## config.mk

```make
export PLATFORM = sky130hd
export DESIGN_NAME = blackjack_dealer_ctrl
export DESIGN_NICKNAME = d
export VERILOG_FILES = /design/src/rtl/blackjack_pkg.sv /design/src/rtl/blackjack_hand.sv /design/src/rtl/blackjack_dealer_ctrl.sv
export SDC_FILE = /design/constraint.sdc
export NUM_CORES = 1
export LEC_CHECK = 0
export CAP_MARGIN = 0
export CORE_UTILIZATION = 32
export DETAILED_ROUTE_END_ITERATION = 10
export DONT_BUFFER_PORTS = 1
export GPL_TIMING_DRIVEN = 0
export HOLD_SLACK_MARGIN = 0.06
export PLACE_DENSITY_LB_ADDON = 0.15
export RECOVER_POWER = 50
export SYNTH_ARGS = -nofsm -noshare
export SYNTH_HDL_FRONTEND = slang
export SYNTH_SLANG_ARGS = --single-unit
```

## constraint.sdc

```tcl
create_clock -name clk -period 7.8 [get_ports clk]
set_input_delay 2.34 -clock clk [delete_from_list [all_inputs] [get_ports clk]]
set_output_delay 2.34 -clock clk [all_outputs]
set_load 0.02 [all_outputs]
```

## src/rtl/blackjack_pkg.sv

```systemverilog
// Shared definitions for the blackjack dealer controller: state encoding,
// card code constants, default rule parameters and card/total helpers.
package blackjack_pkg;

  typedef enum logic [2:0] {
    ST_IDLE   = 3'd0,
    ST_DEAL   = 3'd1,
    ST_PLAYER = 3'd2,
    ST_DEALER = 3'd3,
    ST_P_WIN  = 3'd4,
    ST_D_WIN  = 3'd5,
    ST_PUSH   = 3'd6,
    ST_P_BUST = 3'd7
  } state_t;

  localparam logic [3:0] CARD_ACE     = 4'd1;
  localparam logic [3:0] CARD_KING    = 4'd13;
  localparam logic [3:0] CARD_BLANK   = 4'd0;
  localparam logic [3:0] CARD_BAD_14  = 4'd14;
  localparam logic [3:0] CARD_BAD_15  = 4'd15;

  localparam int DEALER_STAND_DEFAULT = 17;
  localparam int MAX_CARDS_DEFAULT    = 7;

  localparam logic [4:0] BLACKJACK    = 5'd21;

  function automatic logic card_valid(input logic [3:0] code);
    return !(code == CARD_BLANK || code == CARD_BAD_14 || code == CARD_BAD_15);
  endfunction

  // Faces count 10; the ace counts 1 here and is promoted only via best_total.
  function automatic logic [4:0] card_points(input logic [3:0] code);
    if (code > 4'd10)
      return 5'd10;
    return {1'b0, code};
  endfunction

  function automatic logic [4:0] best_total(input logic [4:0] hard, input logic ace);
    if (ace && hard <= 5'd11)
      return hard + 5'd10;
    return hard;
  endfunction

endpackage

```

## src/rtl/blackjack_hand.sv

```systemverilog
// One blackjack hand: hard sum, ace flag and card count, plus the best total
// now and the best total it would have if the presented card were added.
module blackjack_hand
  import blackjack_pkg::*;
(
  input  logic       clk,
  input  logic       rst_n,
  input  logic       clear,
  input  logic       add,
  input  logic [3:0] card_code,
  output logic [4:0] best,
  output logic [4:0] best_add,
  output logic [2:0] count
);

  logic [4:0] hard_reg;
  logic       ace_reg;
  logic [2:0] count_reg;
  logic [4:0] points;
  logic       is_ace;

  assign points = card_points(card_code);
  assign is_ace = (card_code == CARD_ACE);

  always_ff @(posedge clk) begin
    if (!rst_n || clear) begin
      hard_reg  <= 5'd0;
      ace_reg   <= 1'b0;
      count_reg <= 3'd0;
    end else if (add) begin
      hard_reg  <= hard_reg + points;
      ace_reg   <= ace_reg | is_ace;
      count_reg <= count_reg + 3'd1;
    end
  end

  assign best     = best_total(hard_reg, ace_reg);
  assign best_add = best_total(hard_reg + points, ace_reg | is_ace);
  assign count    = count_reg;

endmodule

```

## src/rtl/blackjack_dealer_ctrl.sv

```systemverilog
// Blackjack round controller: deals, takes player hit/stand, plays the dealer
// hand to the stand threshold and resolves the outcome.
module blackjack_dealer_ctrl
  import blackjack_pkg::*;
#(
  parameter int DEALER_STAND = DEALER_STAND_DEFAULT,
  parameter int MAX_CARDS    = MAX_CARDS_DEFAULT
) (
  input  logic       clk,
  input  logic       rst_n,
  input  logic       deal_pressed,
  input  logic       hit_pressed,
  input  logic       stand_pressed,
  input  logic [3:0] card_value,
  output logic [4:0] player_score,
  output logic [4:0] dealer_score,
  output logic [2:0] game_state,
  output logic       show_dealer_first,
  output logic [2:0] player_cards,
  output logic [2:0] dealer_cards
);

  localparam logic [4:0] STAND_L = 5'(DEALER_STAND);
  localparam logic [2:0] MAX_L   = 3'(MAX_CARDS);

  state_t     state_reg, state_next;
  logic [1:0] slot_reg, slot_next;
  logic       hit_pending_reg, hit_pending_next;
  logic [4:0] dealer_first_reg;

  logic       card_ok, hands_clear, player_add, dealer_add;
  logic       want_hit, hit_go, dealer_draw;
  logic [4:0] player_best, player_best_add, dealer_best, dealer_best_add_unused;
  logic [2:0] player_count, dealer_count;

  blackjack_hand u_player (
    .clk       (clk),
    .rst_n     (rst_n),
    .clear     (hands_clear),
    .add       (player_add),
    .card_code (card_value),
    .best      (player_best),
    .best_add  (player_best_add),
    .count     (player_count)
  );

  blackjack_hand u_dealer (
    .clk       (clk),
    .rst_n     (rst_n),
    .clear     (hands_clear),
    .add       (dealer_add),
    .card_code (card_value),
    .best      (dealer_best),
    .best_add  (dealer_best_add_unused),
    .count     (dealer_count)
  );

  assign card_ok     = card_valid(card_value);
  // A hit that meets an invalid card stays pending so the draw retries next cycle.
  assign want_hit    = hit_pressed | hit_pending_reg;
  assign hit_go      = want_hit & ~stand_pressed & (player_count < MAX_L);
  assign dealer_draw = (dealer_best < STAND_L) & (dealer_count < MAX_L);

  always_ff @(posedge clk) begin
    if (!rst_n) begin
      state_reg       <= ST_IDLE;
      slot_reg        <= 2'd0;
      hit_pending_reg <= 1'b0;
    end else begin
      state_reg       <= state_next;
      slot_reg        <= slot_next;
      hit_pending_reg <= hit_pending_next;
    end
  end

  always_comb begin
    state_next = state_reg;
    slot_next  = slot_reg;
    case (state_reg)
      ST_IDLE, ST_P_WIN, ST_D_WIN, ST_PUSH, ST_P_BUST: begin
        if (deal_pressed) begin
          state_next = ST_DEAL;
          slot_next  = 2'd0;
        end
      end
      ST_DEAL: begin
        if (card_ok) begin
          slot_next = slot_reg + 2'd1;
          // Player hand is complete before the last dealer slot is drawn.
          if (slot_reg == 2'd3)
            state_next = (player_best == BLACKJACK) ? ST_DEALER : ST_PLAYER;
        end
      end
      ST_PLAYER: begin
        if (stand_pressed)
          state_next = ST_DEALER;
        else if (player_add) begin
          if (player_best_add > BLACKJACK)
            state_next = ST_P_BUST;
          else if (player_best_add == BLACKJACK)
            state_next = ST_DEALER;
        end
      end
      ST_DEALER: begin
        if (!dealer_draw) begin
          if (dealer_best > BLACKJACK || player_best > dealer_best)
            state_next = ST_P_WIN;
          else if (player_best < dealer_best)
            state_next = ST_D_WIN;
          else
            state_next = ST_PUSH;
        end
      end
      default: state_next = ST_IDLE;
    endcase
  end

  always_comb begin
    hands_clear      = 1'b0;
    player_add       = 1'b0;
    dealer_add       = 1'b0;
    hit_pending_next = 1'b0;
    case (state_reg)
      ST_IDLE, ST_P_WIN, ST_D_WIN, ST_PUSH, ST_P_BUST: hands_clear = deal_pressed;
      ST_DEAL: begin
        player_add = card_ok & ~slot_reg[0];
        dealer_add = card_ok & slot_reg[0];
      end
      ST_PLAYER: begin
        player_add       = hit_go & card_ok;
        hit_pending_next = hit_go & ~card_ok;
      end
      ST_DEALER: dealer_add = dealer_draw & card_ok;
      default: ;
    endcase
  end

  // Face-up dealer card as shown while the hole card is hidden (ace as 11).
  always_ff @(posedge clk) begin
    if (!rst_n || hands_clear)
      dealer_first_reg <= 5'd0;
    else if (state_reg == ST_DEAL && slot_reg == 2'd1 && card_ok)
      dealer_first_reg <= (card_value == CARD_ACE) ? 5'd11 : card_points(card_value);
  end

  assign show_dealer_first = (state_reg == ST_DEAL) || (state_reg == ST_PLAYER);
  assign game_state        = state_reg;
  assign player_score      = player_best;
  assign dealer_score      = show_dealer_first ? dealer_first_reg : dealer_best;
  assign player_cards      = player_count;
  assign dealer_cards      = dealer_count;

endmodule

```

==> results of run 1 <==
==> worst reg2reg max path, delay by kind of cell (launching register included) <==
kind / cells / cell delay (ps)
buf+inv: 2 / 460
simple gates: 2 / 280
flops: 1 / 450
mux: 1 / 90
fa+ha+maj: 2 / 540
xor+xnor: 1 / 560
compound gates: 6 / 990
==> placed cells by master (no fill, tap or decap), types with 4 or more instances in the layout <==
| cell type | n |
|---|---|
| nand4b_1 | 4 |
| mux2i_1 | 16 |
| nand3_1 | 7 |
| nor2b_1 | 5 |
| ha_1 | 21 |
| a21oi_1 | 12 |
| inv_1 | 11 |
| nand2_1 | 17 |
| xor2_1 | 5 |
| a21o_1 | 7 |
| dfxtp_1 | 28 |
| xnor2_1 | 10 |
| nor2_1 | 46 |
| clkbuf_1 | 13 |
| o21ai_0 | 12 |
==> worst max path at each step <==
stage / to / slack, ps / cells past startpoint
after floorplan: game_state[0] / 2720 / 13
after global placement: game_state[0] / 2350 / 13
after detailed placement: game_state[0] / 2370 / 13
after CTS: game_state[0] / 2630 / 13
after global routing: game_state[0] / 2090 / 13
final: game_state[0] / 2430 / 13
==> power groups by stage <==
| stage | Sequential (uW) | Clock, uW | Combinational (uW) |
|---|---|---|---|
| after floorplan | 180 | 0 | 203 |
| after global placement | 186 | 0 | 250 |
| after detailed placement | 186 | 0 | 252 |
| after CTS | 183 | 86.7 | 254 |
| after global routing | 185 | 90.5 | 282 |
| final | 182 | 81.3 | 249 |
==> per-layer routing <==
layer | GRT usage | wire, microns
met2 | 0.269 | 2580
met3 | 0.0368 | 255
met4 | 0.0209 | 24
met5 | 0 | 0
met1 | 0.229 | 3010
==> logic make-up after synthesis <==
logic type,Yosys count,share of synthesized area
AND/OR/NAND/NOR,113,0.248
AO/OA/AOI/OAI,58,0.170
XOR/XNOR,17,0.0742
flip-flops,28,0.237
adder cells (fa/ha/maj),26,0.141
buffers and inverters,26,0.0514
multiplexers,18,0.0773
==> through the flow <==
stage | power (uW) | util | worst slack (ps)
4_1_cts | 523 | 0.363 | 2630
6_report | 513 | 0.362 | 2430
3_3_place_gp | 437 | 0.357 | 2350
3_5_place_dp | 438 | 0.357 | 2370
2_1_floorplan | 383 | - | 2720
5_1_grt | 558 | 0.362 | 2090
==> cell type report <==
class / instances / area [sq um] / area share
Buffer: 15 / 67.6 / 0.0269
Inverter: 11 / 41.3 / 0.0164
Multi-Input combinational cell: 232 / 1680 / 0.669
Clock buffer: 3 / 41.3 / 0.0164
Tap cell: 96 / 120 / 0.0478
Sequential cell: 28 / 561 / 0.223
==> impl_metrics.ini, run 1 <==
[placement]
dpl_cell_area_sq_mm = 0.00248
gp_congestion = 0.791
dp_hpwl_microns = 4510
placed_cells = 382
port_buffers = 0

[power_and_ir_drop]
p_seq_frac = 0.356
p_per_area_mw_per_mm2 = 204
peakVddDrop_mv = 0.0864
internal_power_uw = 287
power.leakage_uw = 0.00108
switching_share = 0.441
p_comb_frac = 0.486
clkPwrFrac = 0.158
power_switching_uw = 226

[worst_setup_path]
timing.critical_path.from = card_value[3]
critical_path_arrival_ps = 5560
setup.worst_path.end_class = register
crit_fanout = 10
reg2reg_depth = 14
crit_top_cell = ha_1
worstSetupStartpointType = primary input
timing.rr.end = game_state[0]
r2r_setup_slack_ps = 4340
slowest_stage = fa_1
path_class = in -> reg
rr_startpoint = u_player.hard_reg[2]
cpPeakStageDelay_ps = 430
path_cells = clkbuf_1 -> o21ai_0 -> and2_1 -> ha_1 -> fa_1 -> xnor2_1 -> xor2_2 -> inv_1 -> ha_1 -> and3_1 -> nor4bb_1 -> o211ai_1 -> a311oi_1
required_ps = 7990
crit_family = adder cells
worstPathBufferInverterCount = 2

[synthesis]
yosys.area.top_type_share = 0.237
postSynthCellCount = 286
synth_edf_count = 0
synth.top_cells.by_count = nor2_1, dfxtp_1, ha_1, nand2_1, mux2i_1
yosysSeqAreaShare = 0.237
yosysMostFrequentCell = nor2_1
synth-async-reset-ratio = 0
ys_types = 59
syn_area_per_cell_sq_um = 8.26
yosys_warnings = 0
synth_seq_cells = 28
syn_nets = 318
synth.area.top_cells = dfxtp_1, ha_1, nor2_1, mux2i_1, xnor2_1
syn_area_sq_mm = 0.00236
yosys.area.top_type = dfxtp_1
ys.flop_type = dfxtp_1

[layout]
drive_gt1_frac = 0.0554
design_area_sq_mm = 0.00251
diodes = 0
syn2layout_area_growth_pct = 6.30
fillerInstances = 766
nNetsFinal = 323
fin_cells = 385

[route]
vias_per_cell = 5.10
num_vias = 1965
wirelength_microns = 5870
first_pass_iters = 4
drc_errors = 0
postRouteAntennaNets = 0
post_drt_wl_per_cell_microns = 15.2
drtIter0Drc = 68

[die]
core_region_area_sq_mm = 0.00694
io_pins = 29
start_util = 0.340
rows = 30
design.die.area_sq_mm = 0.00773
die_h_microns = 87.9
die_x_microns = 87.9

[worst_hold_path]
hold_path_depth = 2
hp-start = dealer_first_reg[3]
hold_path.class = reg -> reg
min_to = dealer_first_reg[3]

[grt]
grt-ovfl-total = 0
grt_pass1_wl_microns = 9900
grt_use_total = 0.165
grt_start_max_net_pins = 15
first_global_vias = 1934
antenna_found_initial = 0

[run_status]
status = complete, no violations

[clock_tree]
cts_buffer_depth = 2
ctsResizeCount = 0
h-tree-depth = 1
cts_sinks = 28
holdBufCountCts = 0
root_buffer = clkbuf_8
path_clk_slew_ps = 100
tritoncts = done
cts_buffers = 3
postCtsSetupRepairBufs = 0
insertion_delay_ps = 280

[sta]
timing.fmax_ghz = 0.186
hold_violations = 0
slew_headroom = 0.403
setup_tns_ps = 0
slew_viol_final = 0
min_period_over_period = 0.689
worst_pin_slew_ps = 892
finalSetupViolations = 0
period_needed_ps = 5370
whs_ps = 507
skew_ps = 3.96
rsz0062_at_grt = false

[flow_run]
max_cap_violations = 0
Power figures use the tool's default switching activity.
==> inputs of run 2 (changes only) <==
==> constraint.sdc (replaced) <==
create_clock -name clk -period 4.8 [get_ports clk]
set_input_delay 1.44 -clock clk [delete_from_list [all_inputs] [get_ports clk]]
set_output_delay 1.44 -clock clk [all_outputs]
set_load 0.02 [all_outputs]
==> run 2 against run 1 <==
Compared with the run above: total power is 63% higher; via count stayed put; hold slack lost 3.9 ps; sequential power is 63% higher; die area unchanged; critical path depth unchanged; combinational power increased by 63%; clock skew barely moved; cell area hardly changed; wire length about the same; utilization is essentially flat.
==> impl_metrics.ini, run 2 (synthesis results as in run 1) <==
[power_and_ir_drop]
switching_share = 0.441
clkPwrFrac = 0.158
power_switching_uw = 368
peakVddDrop_mv = 0.140
power.leakage_uw = 0.00108
p_seq_frac = 0.355
p_comb_frac = 0.486
p_per_area_mw_per_mm2 = 332
internal_power_uw = 466

[sta]
period_needed_ps = 4290
slew_headroom = 0.399
timing.fmax_ghz = 0.233
skew_ps = 3.95
rsz0062_at_grt = false
setup_tns_ps = 0
slew_viol_final = 0
worst_pin_slew_ps = 897
hold_violations = 0
finalSetupViolations = 0
min_period_over_period = 0.895

[grt]
antenna_found_initial = 0
grt_use_met1 = 0.229
grt_pass1_wl_microns = 9900
grt_start_max_net_pins = 15
first_global_vias = 1934
grt-ovfl-total = 0
grt_use_met2 = 0.269
top_usage_layer = met2
grt_use_total = 0.165
grt_use_met3 = 0.0368

[clock_tree]
h-tree-depth = 1
cts_buffers = 3
root_buffer = clkbuf_8
holdBufCountCts = 0
cts_buffer_depth = 2
ctsResizeCount = 0
postCtsSetupRepairBufs = 0
path_clk_slew_ps = 100
cts_sinks = 28
insertion_delay_ps = 280
tritoncts = done

[route]
postRouteAntennaNets = 0
vias_per_cell = 5.10
wirelength_microns = 5870
first_pass_iters = 4
num_vias = 1965
drtIter0Drc = 70
drc_errors = 0
post_drt_wl_per_cell_microns = 15.2

[placement]
gp_congestion = 0.791
port_buffers = 0
dp_hpwl_microns = 4510

[die]
core_region_area_sq_mm = 0.00694
rows = 30
io_pins = 29
die_x_microns = 87.9
start_util = 0.340
die_h_microns = 87.9
design.die.area_sq_mm = 0.00773

[worst_setup_path]
worstSetupStartpointType = primary input
setup.worst_path.end_class = register
critical_path_arrival_ps = 4490
required_ps = 4990
path_class = in -> reg
crit_fanout = 10

[layout]
diodes = 0
nNetsFinal = 323
multi_input_area_sq_mm = 0.00168
mostFrequentLayoutCells = nor2_1, dfxtp_1, ha_1, nand2_1, mux2i_1
seqCellArea_sq_um = 561
drive_gt1_frac = 0.0588
utilization = 0.362
fillerInstances = 765
syn2layout_area_growth_pct = 6.36
layout_commonest_cell = nor2_1

[flow_run]
max_cap_violations = 0

[run_status]
status = complete, no violations

[worst_hold_path]
hold_path.class = reg -> reg
[run 2: changes by cell type in the layout (fill, tap and decap cells not counted)]
| cell | before | now |
|---|---|---|
| buf_2 | 0 | 1 |
| clkbuf_1 | 13 | 12 |
[run 2: stage by stage]
step	instances	cell area, sq um	setup WS [ps]	power [uW]	hold WS (ps)
floorplan	286	2360	620	623	454
global placement	382	2480	252	710	474
detailed placement	382	2480	265	712	487
CTS	385	2520	534	850	511
global route	385	2510	200	906	556
finish	385	2510	505	834	503
[run 2: path summary, 6_finish.rpt]
kind / start / end / slack, ps / cells past startpoint
min: dealer_first_reg[3] / dealer_first_reg[3] / 500 / 2
min reg2reg: dealer_first_reg[3] / dealer_first_reg[3] / 500 / 2
max: card_value[3] / game_state[0] / 510 / 13
max reg2reg: u_player.hard_reg[2] / game_state[0] / 1350 / 14
[run 2: power by group through the flow]
stage	clock (uW)	sequential, uW	combinational [uW]
2_1_floorplan	0	293	330
3_5_place_dp	0	302	409
4_1_cts	141	297	412
5_1_grt	147	301	458
3_3_place_gp	0	303	407
6_report	132	296	405
[run 2: worst max-delay path, stage by stage]
cell	delay (ps)
buf_2	170
o21ai_0	100
and2_1	210
ha_1	220
fa_1	430
xnor2_1	260
xor2_2	280
inv_1	160
ha_1	320
and3_1	170
nor4bb_1	300
o211ai_1	170
a311oi_1	260
[run 2: layout make-up]
| cell class | count | share of cell area |
|---|---|---|
| clock buffer | 3 | 0.0164 |
| inverter | 11 | 0.0164 |
| tap | 96 | 0.0478 |
| multi-input combinational | 232 | 0.669 |
| buffer | 15 | 0.0274 |
| sequential | 28 | 0.223 |
[run 2: metal layers]
metal / wire length [microns] / part of all wire
met3: 252 / 0.043
met4: 24 / 0.0041
met2: 2590 / 0.44
met5: 0 / 0
met1: 3000 / 0.51
